===== config.mk =====
export PLATFORM = sky130hd
export DESIGN_NAME = led_blink_engine
export DESIGN_NICKNAME = d
export VERILOG_FILES = /design/src/rtl/led_blink_pkg.sv /design/src/rtl/blink_channel.sv /design/src/rtl/led_blink_engine.sv
export SDC_FILE = /design/constraint.sdc
export NUM_CORES = 1
export LEC_CHECK = 0
export BUFFER_PORTS_ARGS = -buffer_cell sky130_fd_sc_hd__buf_2
export CAP_MARGIN = 20
export CORE_ASPECT_RATIO = 1.1
export CORE_UTILIZATION = 62
export CTS_CLUSTER_DIAMETER = 40
export DETAILED_ROUTE_END_ITERATION = 12
export GPL_TIMING_DRIVEN = 0
export PLACE_DENSITY = 0.88
export SYNTH_ARGS = -nofsm -noshare
export SYNTH_HDL_FRONTEND = slang
export SYNTH_HIERARCHICAL = 1
export SYNTH_SLANG_ARGS = --single-unit
export TNS_END_PERCENT = 20

===== constraint.sdc =====
create_clock -name clk -period 3.38 [get_ports clk]
set_input_delay 0.507 -clock clk [delete_from_list [all_inputs] [get_ports clk]]
set_output_delay 0.507 -clock clk [all_outputs]
set_load 0.05 [all_outputs]

===== src/rtl/led_blink_pkg.sv =====
// Shared types and constants for the LED blink engine.
package led_blink_pkg;

    typedef enum logic [1:0] {
        OFF,
        SOLID,
        BLINK_ON,
        BLINK_OFF
    } blink_state_t;

    localparam int unsigned SPEED_W = 16;

    localparam logic [SPEED_W-1:0] SPEED_OFF   = 16'h0000;
    localparam logic [SPEED_W-1:0] SPEED_SOLID = 16'hFFFF;

    // Mode a channel enters when its speed word changes; blinking always starts lit.
    function automatic blink_state_t decode_mode(input logic [SPEED_W-1:0] s);
        blink_state_t m;
        if (s == SPEED_OFF) begin
            m = OFF;
        end else if (s == SPEED_SOLID) begin
            m = SOLID;
        end else begin
            m = BLINK_ON;
        end
        return m;
    endfunction

endpackage


===== src/rtl/blink_channel.sv =====
// One LED channel: latches its speed word and blinks with a half-period of that many ticks.
module blink_channel
    import led_blink_pkg::*;
(
    input  logic               clk,
    input  logic               reset,
    input  logic [SPEED_W-1:0] speed,
    input  logic               tick,
    input  logic               sync,
    output logic               led
);

    blink_state_t       state_q, state_d;
    logic [SPEED_W-1:0] speed_q, speed_d;
    logic [SPEED_W-1:0] cnt_q, cnt_d;
    logic               led_q;
    logic               blinking;

    assign blinking = (state_q == BLINK_ON) || (state_q == BLINK_OFF);
    assign led      = led_q;

    // Next state: speed change beats sync, sync beats tick advance.
    always_comb begin
        state_d = state_q;
        speed_d = speed_q;
        cnt_d   = cnt_q;
        if (speed != speed_q) begin
            speed_d = speed;
            cnt_d   = '0;
            state_d = decode_mode(speed);
        end else if (sync) begin
            if (blinking) begin
                state_d = BLINK_ON;
                cnt_d   = '0;
            end
        end else if (tick && blinking) begin
            if (cnt_q == speed_q - 16'd1) begin
                state_d = (state_q == BLINK_ON) ? BLINK_OFF : BLINK_ON;
                cnt_d   = '0;
            end else begin
                cnt_d = cnt_q + 16'd1;
            end
        end
    end

    // State registers; led is registered from the next state so it tracks state_q exactly.
    always_ff @(posedge clk or negedge reset) begin
        if (!reset) begin
            state_q <= OFF;
            speed_q <= '0;
            cnt_q   <= '0;
            led_q   <= 1'b0;
        end else begin
            state_q <= state_d;
            speed_q <= speed_d;
            cnt_q   <= cnt_d;
            led_q   <= (state_d == SOLID) || (state_d == BLINK_ON);
        end
    end

endmodule


===== src/rtl/led_blink_engine.sv =====
// N-channel LED blink engine with a shared tick prescaler and a phase-align sync pulse.
module led_blink_engine
    import led_blink_pkg::*;
#(
    parameter int unsigned N           = 4,
    parameter int unsigned CLK_FREQ_HZ = 100_000_000,
    parameter int unsigned TICK_HZ     = 1000
) (
    input  logic                 clk,
    input  logic                 reset,
    input  logic [SPEED_W*N-1:0] speed,
    input  logic                 sync,
    output logic [N-1:0]         led,
    output logic                 tick
);

    localparam int unsigned DIV   = CLK_FREQ_HZ / TICK_HZ;
    localparam int unsigned CNT_W = (DIV > 2) ? $clog2(DIV) : 1;
    localparam logic [CNT_W-1:0] CNT_MAX = CNT_W'(DIV - 1);

    if (DIV < 2) begin : g_bad_div
        $error("led_blink_engine: CLK_FREQ_HZ/TICK_HZ must be at least 2");
    end

    logic [CNT_W-1:0] pre_q, pre_d;
    logic             tick_q, tick_d;

    assign tick = tick_q;

    // Prescaler wraps at DIV-1; tick is high while the count sits at DIV-1, sync restarts it.
    always_comb begin
        pre_d  = pre_q;
        tick_d = 1'b0;
        if (sync || (pre_q == CNT_MAX)) begin
            pre_d = '0;
        end else begin
            pre_d = pre_q + CNT_W'(1);
        end
        tick_d = !sync && (pre_d == CNT_MAX);
    end

    // Prescaler registers.
    always_ff @(posedge clk or negedge reset) begin
        if (!reset) begin
            pre_q  <= '0;
            tick_q <= 1'b0;
        end else begin
            pre_q  <= pre_d;
            tick_q <= tick_d;
        end
    end

    for (genvar i = 0; i < N; i++) begin : g_ch
        blink_channel u_ch (
            .clk   (clk),
            .reset (reset),
            .speed (speed[SPEED_W*i +: SPEED_W]),
            .tick  (tick_q),
            .sync  (sync),
            .led   (led[i])
        );
    end

endmodule


# Word-level counts from Yosys, hierarchy flattened
# Cells that the tools add are included.
# op_classes
n_eq_ne,34
n_mux,53
reduce_logical,27
n_addsub,9
# op_table
op,n
two-way mux 16 bit,20
"adder 16 x 1 -> 16 bit, second input constant",4
== test 16 bit,4
"== test 16 bit, second input constant",4
zero test 16 bit,4
inequality test 16 bit,4
"subtractor 16 x 1 -> 16 bit, second input constant",4
two-way mux 2 bit,28
"== test 17 bit, second input constant",2
"== test 2 bit, second input constant",12
"adder 17 x 1 -> 17 bit, second input constant",1
two-way mux 17 bit,1
"inequality test 3 x 1 -> 1 bit, second input constant",4
nonzero test 3 bit,4
logical OR 1 bit,9
"== test 2 x 1 -> 1 bit, second input constant",4
AND reduction 2 bit,4
logical AND 1 bit,5
two-way mux 1 bit,4
zero test 1 bit,1
# word_totals
wordCells,141
output_inout_bits,5
register_bits,158
in_bits,67

# Depth between registers and ports, before layout
# logic_depth
word_depth,8
ltp_mapped,12
depth_no_buf,9

# By module
# Netlist, hierarchy kept.
# modules_own_cells
module,area_per_inst_um2,seq_area_each_um2,instances,cells_each
blink_channel at g_ch[0].u_ch ...,2570.0,875.8,3,293
blink_channel at g_ch[3].u_ch,2371.0,875.8,1,268
led_blink_engine,994.7,450.4,1,106

# Worst setup path after synthesis
# Ideal clock, no wire load.
# synth_timing
path_kind,flip-flop to flip-flop
start,register g_ch[3].u_ch.speed_q[0]
end,register g_ch[3].u_ch.led_q
slack_ns,0.448
synth_period_minus_slack_ns,2.932
path_stages_with_launch,10
required_time_ns,3.301
arrival_time_ns,2.853
setup_ns,0.079
path_buffers,0
path_cell_list,dfrtp_1 -> inv_1 -> ha_1 -> or3b_1 -> or4_4 -> a2111oi_4 -> nand4_1 -> or4_1 -> a31oi_2 -> xor2_1
# synth_between
elab_chain_cells,8
elab_cells_between_ends,10
cone_classes,add/sub (1); eq/ne (4); mux (4); reduce/logical (1)
# synth_rtl
item,line_no,rtl
start: declaration,blink_channel.sv:14,"logic [SPEED_W-1:0] speed_q, speed_d;"
start signal: assignment,blink_channel.sv:55,speed_q <= speed_d;
subtractor 16 x 1 -> 16 bit,blink_channel.sv:37,if (cnt_q == speed_q - 16'd1) begin
== test 16 bit,blink_channel.sv:37,
two-way mux 2 bit,blink_channel.sv:37,
two-way mux 2 bit,blink_channel.sv:36,end else if (tick && blinking) begin
two-way mux 2 bit,blink_channel.sv:31,end else if (sync) begin
two-way mux 2 bit *,blink_channel.sv:27,if (speed != speed_q) begin
net g_ch[3].u_ch.state_d[0],blink_channel.sv:13,"blink_state_t state_q, state_d;"
== test 2 x 1 -> 1 bit / == test 2 bit (equally long branches),blink_channel.sv:57,led_q <= (state_d == SOLID) || (state_d == BLINK_ON);
logical OR 1 bit *,blink_channel.sv:57,
end signal: assignment,blink_channel.sv:57,
end: declaration,blink_channel.sv:16,logic led_q;
# The timed path passes the listed nets; every way through them passes the cells marked *.
# A chain may end at the register's enable or synchronous reset.

# Final worst setup path
# layout_timing
start,register g_ch[3].u_ch.speed_q[1]
end,register g_ch[3].u_ch.led_q
# The elaborated chain is that of the path after synthesis.

==> impl_metrics.env <==
export IMPL_ys_async_sr_fraction_pct=100
export IMPL_yosysSeqAreaShare_pct=35.7
export IMPL_min_period_ns=3.31
export IMPL_htree_levels=4
export IMPL_drive_gt1_share_pct=12.7
export IMPL_cp_arrival_ns=3.65
export IMPL_clk_latency_ns=0.43
export IMPL_overflow=0
export IMPL_synthTopCellsByArea="dfrtp_1 36%, xor2_1 7.4%, xnor2_1 5.8%"
export IMPL_drt_iter0_drc=1004
export IMPL_numCtsBuffers=17
export IMPL_final_seq_area_mm2=0.00396
export IMPL_ys_ff_latch=158
export IMPL_hold_slack_ns=0.0923
export IMPL_fmax_mhz=302
export IMPL_final_cells=1591
export IMPL_cap_viol_max_count=0
export IMPL_multi_input_area_mm2=0.00635
export IMPL_rows=50
export IMPL_drc=0
export IMPL_avgSynthCellArea_um2=8.84
export IMPL_n_antenna_cell=0
export IMPL_setup_violations=0
export IMPL_dieHeight_um=142
export IMPL_postSynth_topFlopCell="dfrtp_1"
export IMPL_clockBufferDepth=2
export IMPL_ant_nets=0
export IMPL_critPathMaxFanout=5
export IMPL_nets=1420
export IMPL_period_share_pct=97.9
export IMPL_yosysTopAreaCell="dfrtp_1"
export IMPL_skew_ns=0.00922
export IMPL_drt_total_wl_um=25900
export IMPL_ctsHoldBuffers=0
export IMPL_grt_pass1_vias=9396
export IMPL_post_route_util_pct=71.7
export IMPL_vias=9910
export IMPL_ys_types=77
export IMPL_endpoint_kind="flip-flop"
export IMPL_io_buffers=71
export IMPL_hold_class="in -> async"
export IMPL_synthCells=1253
export IMPL_hpwl_um=18300
export IMPL_fillers=1310
export IMPL_clkSlewWorstSetupHoldPaths_ns=0.06
export IMPL_grt_max_degree=83
export IMPL_grt_pass1_wl_um=44100
export IMPL_clockRootBuffer="clkbuf_16"
export IMPL_mostFrequentLayoutCell="dfrtp_1"
export IMPL_hold_viol_final=0
export IMPL_crit_type="reg -> reg"
export IMPL_wl_per_cell_um=16.3
export IMPL_vdd_drop_max_mv=0.360
export IMPL_dr_pass1_iters=6
export IMPL_slew_violations=0
export IMPL_dieArea_mm2=0.0184
export IMPL_required_ns=3.72
export IMPL_tightest_slew_ns=0.723
export IMPL_syn_nets=1329
export IMPL_syn2layout_area_growth_pct=11.7
export IMPL_final_cell_mix="157 x dfrtp_1, 121 x nand2_1, 109 x clkbuf_1"
export IMPL_grtUsageTotal_pct=29.9
export IMPL_dp_cells=1559
export IMPL_status="finished clean"
export IMPL_cts_tree="done"
export IMPL_ys_warn_count=6
export IMPL_synth_top_cell_area_share_pct=35.7
export IMPL_synth_edf_count=0
export IMPL_antenna_found_initial=0
export IMPL_power_density_mw_per_mm2=359
export IMPL_p_leak_nw=4.74
export IMPL_slew_headroom_pct=51.3
export IMPL_viasPerCell=6.23
export IMPL_start_util_pct=64.1
export IMPL_place_congestion=0.916
export IMPL_die_w_um=129
export IMPL_core_area_mm2=0.0173
export IMPL_clkSinkCount=158
export IMPL_critPathLaunchType="flip-flop"
export IMPL_ios=72
export IMPL_syn_area_mm2=0.0111
## report_power, final
| group | internal [mW] | switching (mW) | total (mW) |
|---|---|---|---|
| Sequential | 1.93 | 0.0432 | 1.98 |
| Combinational | 0.205 | 0.284 | 0.489 |
| Clock | 1.18 | 0.802 | 1.98 |
| Total | 3.31 | 1.13 | 4.44 |
## critical path, cell delays in order, from the launching register on
cell and delay (ns):
dfrtp_1 0.44, inv_1 0.09, ha_1 0.21, or3b_1 0.39, or4_4 0.51, a2111oi_4 0.42, nand4_1 0.17, or4_1 0.53
a31oi_2 0.24, xor2_1 0.22
## layout make-up
class,instances,share of cell area [%]
Tap cell,234,2.37
Timing Repair Buffer,72,3.15
Clock inverter,10,1.03
Buffer,144,5.58
Multi-Input combinational cell,929,51.3
Sequential cell,158,32.0
Inverter,22,0.667
Clock buffer,22,3.91
## cell families (layout without fill, tap and decap cells)
group                      count (synthesis)  in the layout  synth area share (%)
adders and majority gates                  9              9                  1.02
xor gates and xnor gates                 173            173                  14.5
DFF                                      158            158                  35.7
AOI/OAI and AO/OA                        206            206                  13.8
muxes                                      9              9                 0.859
buffers and inverters                    166            270                  6.97
and+or+nand+nor                          532            532                  27.2
## state kept, by name, indices dropped and copies added, names as in the netlist
name,flops
g_ch.u_ch/speed_q,64
pre_q,17
g_ch.u_ch/led,4
tick,1
g_ch.u_ch/cnt_q,64
g_ch.u_ch/state_q,8
## repair_timing
| item | CTS | global route |
|---|---|---|
| setup endpoints to repair | 0 | 11 |
| resized for setup | 0 | 2 |
| setup buffers | 0 | 0 |
## worst paths after layout
path / end / slack (ns) / depth (start not counted) / startpoint
worst min register to register: pre_q[0] / 0.52 / 1 / pre_q[0]
min in group clk: g_ch[2].u_ch/speed_q[10] / 0.31 / 2 / speed[42]
worst max-delay path: g_ch[3].u_ch/led / 0.07 / 9 / g_ch[3].u_ch/speed_q[1]
max in group asynchronous: g_ch[2].u_ch/speed_q[6] / 2.45 / 2 / reset
worst min-delay path: g_ch[0].u_ch/cnt_q[5] / 0.09 / 1 / reset
worst max register to register: g_ch[3].u_ch/led / 0.07 / 9 / g_ch[3].u_ch/speed_q[1]
## cells in the mapped netlist, drive strengths merged (8+ instances only)
library cell / count
dfrtp: 158
nand2: 121
clkbuf: 111
xor2: 94
xnor2: 73
nor2: 69
nor4: 57
nand3: 51
nand4: 50
nor3: 40
o21ai: 40
buf: 33
a21oi: 29
o311ai: 25
inv: 22
or3: 20
and3: 16
nand2b: 14
nand4b: 13
nor3b: 12
or4: 11
a31oi: 10
o31ai: 10
ha: 9
nand3b: 8
## per-stage QoR
stage	power (mW)	area, um2	setup TNS, ns	worst slack [ns]
CTS	4.46	12400	0	0.0928
global placement	2.47	11700	-80.04	-0.519
global route	4.60	12400	-0.00288	-0.00288
detailed placement	2.49	11800	0	0.175
floorplan	2.30	11100	0	0.448
finish	4.44	12400	0	0.0703
## layer usage
layer  global-route usage (%)  vias to the layer above  part of all wire [%]
met5                        0                        -                     0
met4                     12.7                        0                   2.8
met3                     4.55                       67                   4.6
met2                     49.2                      349                    49
met1                     39.2                     4747                    43
li1                         -                     4747                     -
(Power assumes the default switching activity.)
